**config.mk**
```make
export PLATFORM = sky130hd
export DESIGN_NAME = edge_event_arbiter
export DESIGN_NICKNAME = d
export VERILOG_FILES = /design/src/rtl/edge_arb_pkg.sv /design/src/rtl/rr_arbiter.sv /design/src/rtl/edge_event_arbiter.sv
export SDC_FILE = /design/constraint.sdc
export NUM_CORES = 1
export LEC_CHECK = 0
export CAP_MARGIN = 30
export CORE_MARGIN = 8
export CORE_UTILIZATION = 45
export CTS_BUF_LIST = sky130_fd_sc_hd__clkbuf_8 sky130_fd_sc_hd__clkbuf_16
export CTS_CLUSTER_DIAMETER = 60
export DETAILED_ROUTE_END_ITERATION = 10
export PLACE_DENSITY = 0.75
export SYNTH_ARGS = -nofsm -noshare
export SYNTH_HDL_FRONTEND = slang
export SYNTH_HIERARCHICAL = 1
export SYNTH_SLANG_ARGS = --single-unit
```
**constraint.sdc**
```tcl
create_clock -name clk -period 5.05 [get_ports clk]
set_input_delay 0.7575 -clock clk [delete_from_list [all_inputs] [get_ports clk]]
set_output_delay 0.7575 -clock clk [all_outputs]
set_load 0.005 [all_outputs]
```
**src/rtl/edge_arb_pkg.sv**
```systemverilog
// Shared constants and helpers for the edge event arbiter.
package edge_arb_pkg;

    localparam int N_DEFAULT = 4;

    // Index width that never collapses to zero bits for tiny channel counts.
    function automatic int clog2_min1(input int n);
        return (n <= 2) ? 1 : $clog2(n);
    endfunction

endpackage

```
**src/rtl/rr_arbiter.sv**
```systemverilog
// Combinational round-robin picker: first requester after 'last', modulo N.
module rr_arbiter
    import edge_arb_pkg::*;
#(
    parameter int N   = N_DEFAULT,
    parameter int IDW = clog2_min1(N)
) (
    input  logic [N-1:0]   req,
    input  logic [IDW-1:0] last,
    output logic           gnt_valid,
    output logic [IDW-1:0] gnt_id
);

    logic [2*N-1:0] w_dbl;
    logic [N-1:0]   w_rot;
    logic [IDW:0]   w_start;
    logic [IDW-1:0] w_off;
    logic [IDW:0]   w_sum;
    logic [IDW:0]   w_wrap;

    always_comb begin
        w_dbl   = {req, req};
        w_start = (IDW+1)'(last) + (IDW+1)'(1);
        // Bit k of w_rot is channel (last+1+k) mod N.
        w_rot   = N'(w_dbl >> w_start);
        w_off   = '0;
        for (int k = N - 1; k >= 0; k--) begin
            if (w_rot[k]) begin
                w_off = IDW'(k);
            end
        end
        w_sum     = w_start + (IDW+1)'(w_off);
        w_wrap    = (w_sum >= (IDW+1)'(N)) ? (w_sum - (IDW+1)'(N)) : w_sum;
        gnt_valid = |req;
        gnt_id    = IDW'(w_wrap);
    end

endmodule

```
**src/rtl/edge_event_arbiter.sv**
```systemverilog
// Collects masked rising edges per channel and serialises them round-robin
// onto one registered valid/ready event port; repeat edges while pending set overflow.
module edge_event_arbiter
    import edge_arb_pkg::*;
#(
    parameter int N   = N_DEFAULT,
    parameter int IDW = clog2_min1(N)
) (
    input  logic           clk,
    input  logic           resetn,
    input  logic [N-1:0]   din,
    input  logic [N-1:0]   mask,
    output logic           evt_valid,
    input  logic           evt_ready,
    output logic [IDW-1:0] evt_id,
    output logic [N-1:0]   overflow,
    input  logic [N-1:0]   clr_overflow
);

    logic [N-1:0]   r_din_q;
    logic [N-1:0]   r_pending;
    logic           r_evt_valid;
    logic [IDW-1:0] r_evt_id;
    logic [N-1:0]   r_overflow;
    logic [IDW-1:0] r_last;

    logic [N-1:0]   w_rise;
    logic           w_gnt_valid;
    logic [IDW-1:0] w_gnt_id;
    logic           w_load;
    logic [N-1:0]   w_load_vec;
    logic [N-1:0]   w_ovf_event;

    rr_arbiter #(.N(N), .IDW(IDW)) u_rr (
        .req       (r_pending),
        .last      (r_last),
        .gnt_valid (w_gnt_valid),
        .gnt_id    (w_gnt_id)
    );

    always_comb begin
        w_rise = din & ~r_din_q & mask;
        w_load = (~r_evt_valid | evt_ready) & w_gnt_valid;
        w_load_vec = '0;
        for (int i = 0; i < N; i++) begin
            if (w_load && (w_gnt_id == IDW'(i))) begin
                w_load_vec[i] = 1'b1;
            end
        end
        // A channel being loaded can accept a fresh edge without loss.
        w_ovf_event = w_rise & r_pending & ~w_load_vec;
    end

    always_ff @(posedge clk) begin
        if (!resetn) begin
            r_din_q     <= '0;
            r_pending   <= '0;
            r_evt_valid <= 1'b0;
            r_evt_id    <= '0;
            r_overflow  <= '0;
            r_last      <= IDW'(N - 1);
        end else begin
            r_din_q    <= din;
            r_pending  <= (r_pending & ~w_load_vec) | w_rise;
            r_overflow <= (r_overflow & ~clr_overflow) | w_ovf_event;
            if (w_load) begin
                r_evt_valid <= 1'b1;
                r_evt_id    <= w_gnt_id;
                r_last      <= w_gnt_id;
            end else if (r_evt_valid && evt_ready) begin
                r_evt_valid <= 1'b0;
            end
        end
    end

    assign evt_valid = r_evt_valid;
    assign evt_id    = r_evt_id;
    assign overflow  = r_overflow;

endmodule

```
# Word level (Yosys, flattened, before mapping)
# Index checks and enable logic that the tools add are counted.
# totals
reg_bits	17
inputBits	15
out_inout_bits	7
elab_cells	47
# classes
addsub	3
magnitude_cmp	1
n_eq_ne	3
n_shift	1
n_mux	11
n_bitwise	14
n_reduce_logical	8
# op_table
operator	count
4-bit bitwise AND	6
4-bit inverter	3
2-bit two-way mux	5
4-bit bitwise OR	2
8-bit by 3-bit right shift with 4-bit output	1
1-bit two-way mux	6
1-bit logical AND	5
2-bit equality test (second input constant)	2
4-bit OR reduction	1
2-bit by 1-bit adder with 3-bit output (second input constant)	1
3-bit by 2-bit adder with 3-bit output	1
3-bit >= comparator (second input constant)	1
2-bit by 1-bit equality test with 1-bit output (second input constant)	1
2-bit zero test	1
2-bit nonzero test	1
2-bit by 1-bit subtractor with 2-bit output (second input constant)	1
1-bit bitwise AND	1
1-bit inverter	1
1-bit bitwise OR	1

# Longest topological paths before layout
# logic_depth
depth_word	15
mapped_depth	10
depth_no_buf	9

# By module
# Netlist, hierarchy kept.
# by_module_without_submodules
module	instances	cells_each	area_per_inst_um2	seq_area_each_um2
edge_event_arbiter	1	63	668.1	340.3
rr_arbiter	1	26	175.2	0.0

# Worst setup path before layout
# OpenSTA, ideal clock, no wires.
# synth_path
path_type	flip-flop to flip-flop
start	reg r_last[1]
end	reg r_pending[2]
setup_ps	137
arrival_ps	2077
required_time_ps	4913
path_slack_ps	2837
path_stages_with_launch	9
path_buffers	0
synth_period_minus_slack_ps	2213
cell_sequence	dfxtp_1 > or2b_1 > o221ai_1 > o21ai_0 > ha_1 > xnor2_1 > xnor2_1 > nor4b_2 > o32ai_1
# synth_between
elab_chain_cells	15
elab_cells_between_ends	16
cone_classes	3 x add/sub; 1 x order compare; 1 x eq/ne; 1 x shift; 6 x mux; 3 x bitwise; 1 x reduce/logical
# synth_lines
item	line	text
start, declared	edge_event_arbiter.sv:25	logic [IDW-1:0] r_last;
start signal, assigned	edge_event_arbiter.sv:61	r_last <= IDW'(N - 1);
start signal, assigned	edge_event_arbiter.sv:69	r_last <= w_gnt_id;
2-bit by 1-bit adder with 3-bit output (*)	rr_arbiter.sv:23	w_start = (IDW+1)'(last) + (IDW+1)'(1);
8-bit by 3-bit right shift with 4-bit output	rr_arbiter.sv:25	w_rot = N'(w_dbl >> w_start);
2-bit two-way mux (4 in a row)	rr_arbiter.sv:28	if (w_rot[k]) begin
3-bit by 2-bit adder with 3-bit output (*)	rr_arbiter.sv:32	w_sum = w_start + (IDW+1)'(w_off);
3-bit >= comparator / 2-bit by 1-bit subtractor with 2-bit output (equally long branches)	rr_arbiter.sv:33	w_wrap = (w_sum >= (IDW+1)'(N)) ? (w_sum - (IDW+1)'(N)) : w_sum;
2-bit two-way mux (*)	rr_arbiter.sv:33	
via w_gnt_id[1]	edge_event_arbiter.sv:29	logic [IDW-1:0] w_gnt_id;
2-bit equality test (*)	edge_event_arbiter.sv:46	if (w_load && (w_gnt_id == IDW'(i))) begin
1-bit logical AND (*)	edge_event_arbiter.sv:46	
1-bit two-way mux (*)	edge_event_arbiter.sv:46	
4-bit inverter (*)	edge_event_arbiter.sv:64	r_pending <= (r_pending & ~w_load_vec) | w_rise;
4-bit bitwise AND (*)	edge_event_arbiter.sv:64	
4-bit bitwise OR (*)	edge_event_arbiter.sv:64	
end signal, assigned	edge_event_arbiter.sv:64	
end, declared	edge_event_arbiter.sv:21	logic [N-1:0] r_pending;
# The timed path passes the listed nets; every way through them passes the cells marked *.
# A chain may end at the register's enable or synchronous reset.

# Final worst setup path
# Ends and elaborated chain as after synthesis.

==> metrics.txt <==
status=completed; FF+latch area=340 um2; DR vias/cell=5.39; RSZ-0062 raised after global routing=false; post-CTS resize count=0; Post-CTS Setup Inserts=0; Power per Cell Area=415 nW/um2; Post-Syn Nets=105; Core ar.=1750 um2; WS Path Type=reg -> reg; Post-synth EDFFs=0; Post-DRT Antenna Nets=0; most frequent cells in the layout=21 x clkdlybuf4s50_1, 17 x dfxtp_1, 10 x nand2_1, 6 x inv_1; Multi-input gate area=470 um2; Flop pwr share=38.2%; critical path data arrival time=2640 ps; routed wire length=1.84 mm; leakage=0.429 nW; power share of the clock group=21.0%; Skew-Pair Late Insertion Delay=250 ps; TritonCTS clock tree=done; post-layout util=64.2%; Hold Fails Final Rpt=0; Post-Syn Instances=89; clock sinks=17; Synth cell types=35; warnings from Yosys=6; Post-route DRC=0; Placer Congestion=0.736; total grt overflow=0; most common cell after layout, fill and taps aside=clkdlybuf4s50_1; synthesized area per cell=9.48 um2; Max VDD drop=0.198 mV; initial antenna violation count=0; Routed WL per cell=13.4 um; Synth Register Bits=17; buffer and inverter count on the worst path=0; Slew HR=62.1%; share of flip-flops with an asynchronous set or reset=0%; Worst Tran Pin Value=565 ps; largest net degree at the start of global routing=17; Sum Neg Setup Slack=0 ps; maxcap violations=0; WHS Path Cells=1; switching power=0.167 mW; Layout fillers=146; I/O pin total=22; number of global-route vias before repair=740; CTS H-tree lvls=1; Hold Path Class=reg -> reg; CP Depth=8; Final Net Count=129; clk buf depth=2; post-synth top area cell=dfxtp_1; global-route wire length before repair=3.20 mm; Reg2Reg Depth=8; Tmin final=2520 ps; CP Launch Type=register; CP peak stage delay=470 ps; Vias=739; endpoint class of the critical path=register; Die Wd=59.3 um; Area Growth Syn to Fin=32.8%; Slew Viols, Final=0; post-synthesis sequential area ratio=40.4%; Setup Skew=3.16 ps; Initial DRC Count=20; DRT Pass-1 Iters=4; ANT cells=0; CP cell instances=or2b_1, o221ai_1, o21ai_0, ha_1, xnor2_1, xnor2_1, nor4b_2, o32ai_1; clk slew on worst S/H paths=60 ps; Post-Syn Area=843 um2; GRT Total Usage=11.6%; Final setup violation count=0; Top FF cell, synth=dfxtp_1; cts hold-fix bufs=0; Buffers on Ports=21; synth top area cells=dfxtp_1 40%, o41ai_2 5.8%, nand2_1 4.5%; Detailed Place HPWL=1.42 mm; CTS buffer count=3; FMAX=396 MHz; worst-path fanout max=7; CP top delay family=simple AND/OR/NAND/NOR gates; Crit path top cell by count=xnor2_1; slowest stage cell, crit path=xnor2_1; share of cells above drive strength 1=10.7%; Rows=15; WP data required=5170 ps; internal power=0.298 mW; DIE AREA=3520 um2; final worst path period share=50.0%; Initial Utilization=48.3%; top cell type's share of synthesized area=40.4%; die span in y=59.3 um; switch share=35.8%; CTS Root Cell=clkbuf_8; Combinational Power Share=40.8%
state kept, by name, indices dropped and copies added, names as in the netlist:
signal,count
r_din_q,4
overflow,4
r_pending,4
r_last,2
evt_id,2
evt_valid,1
final timing paths:
check	from	endpoint	slack (ps)
worst max-delay path	r_last[1]	r_pending[2]	2530
worst max register to register	r_last[1]	r_pending[2]	2530
worst min-delay path	r_din_q[0]	overflow[0]	470
worst min register to register	r_din_q[0]	overflow[0]	470
power groups by stage:
stage | logic (mW) | registers (mW) | clock network (mW)
floorplan | 0.140 | 0.174 | 0
global placement | 0.183 | 0.179 | 0
detailed placement | 0.188 | 0.181 | 0
CTS | 0.190 | 0.177 | 0.0998
global route | 0.210 | 0.181 | 0.106
finish | 0.190 | 0.178 | 0.0975
metrics by stage:
stage	hold slack [ps]	total power [mW]	cell area (um2)	setup slack [ps]	instances
after floorplan	437	0.314	843	2840	89
after global placement	455	0.362	1070	2700	133
after detailed placement	453	0.369	1070	2570	133
after CTS	467	0.468	1120	2510	137
after global routing	480	0.498	1120	2360	137
final	467	0.465	1120	2530	137
cells in the mapped netlist (2+ instances only):
master and n:
inv_1 5, nand3_1 4, and2_1 5, nand3b_1 3, dfxtp_1 17, o41ai_2 3
xnor2_1 2, nor3_1 2, nor2b_1 3, o32ai_1 3, o21ai_0 5, a21oi_1 4
nand2_1 10, buf_2 2
layer usage:
metal / routed length (um) / track usage (%) / vias to the layer above / part of all wire, %
met3: 90 / 3.69 / 5 / 4.9
met1: 804 / 12.6 / 342 / 44
met4: 39 / 7.17 / 0 / 2.1
met5: 0 / 0 / - / 0
met2: 902 / 19.1 / 22 / 49
li1: - / - / 370 / -
worst reg2reg max path, cell delays in order (launching register included):
cell,delay (ps)
dfxtp_1,440
or2b_1,290
o221ai_1,170
o21ai_0,120
ha_1,210
xnor2_1,130
xnor2_1,470
nor4b_2,390
o32ai_1,160
cells by family (layout without fill, tap and decap cells):
group                    after synthesis  count (layout)  share of synthesized area [%]
flip-flops                            17              17                           40.4
AND/OR/NAND/NOR                       37              37                           28.5
adder cells (fa/ha/maj)                1               1                           1.48
multiplexers                           1               1                           1.19
XOR/XNOR                               2               2                           2.08
AO/OA/AOI/OAI                         23              23                           22.6
buffers and inverters                  8              31                           3.86
layout make-up:
class	instances	share of cell area (%)
clock buffers	3	3.69
clock inverters	1	0.335
inverters	6	2.01
multi-input cells	64	42.0
flip-flops and latches	17	30.4
well taps	25	2.79
repair buffers	21	18.8
Note: power is estimated with default switching activity, not from simulation.
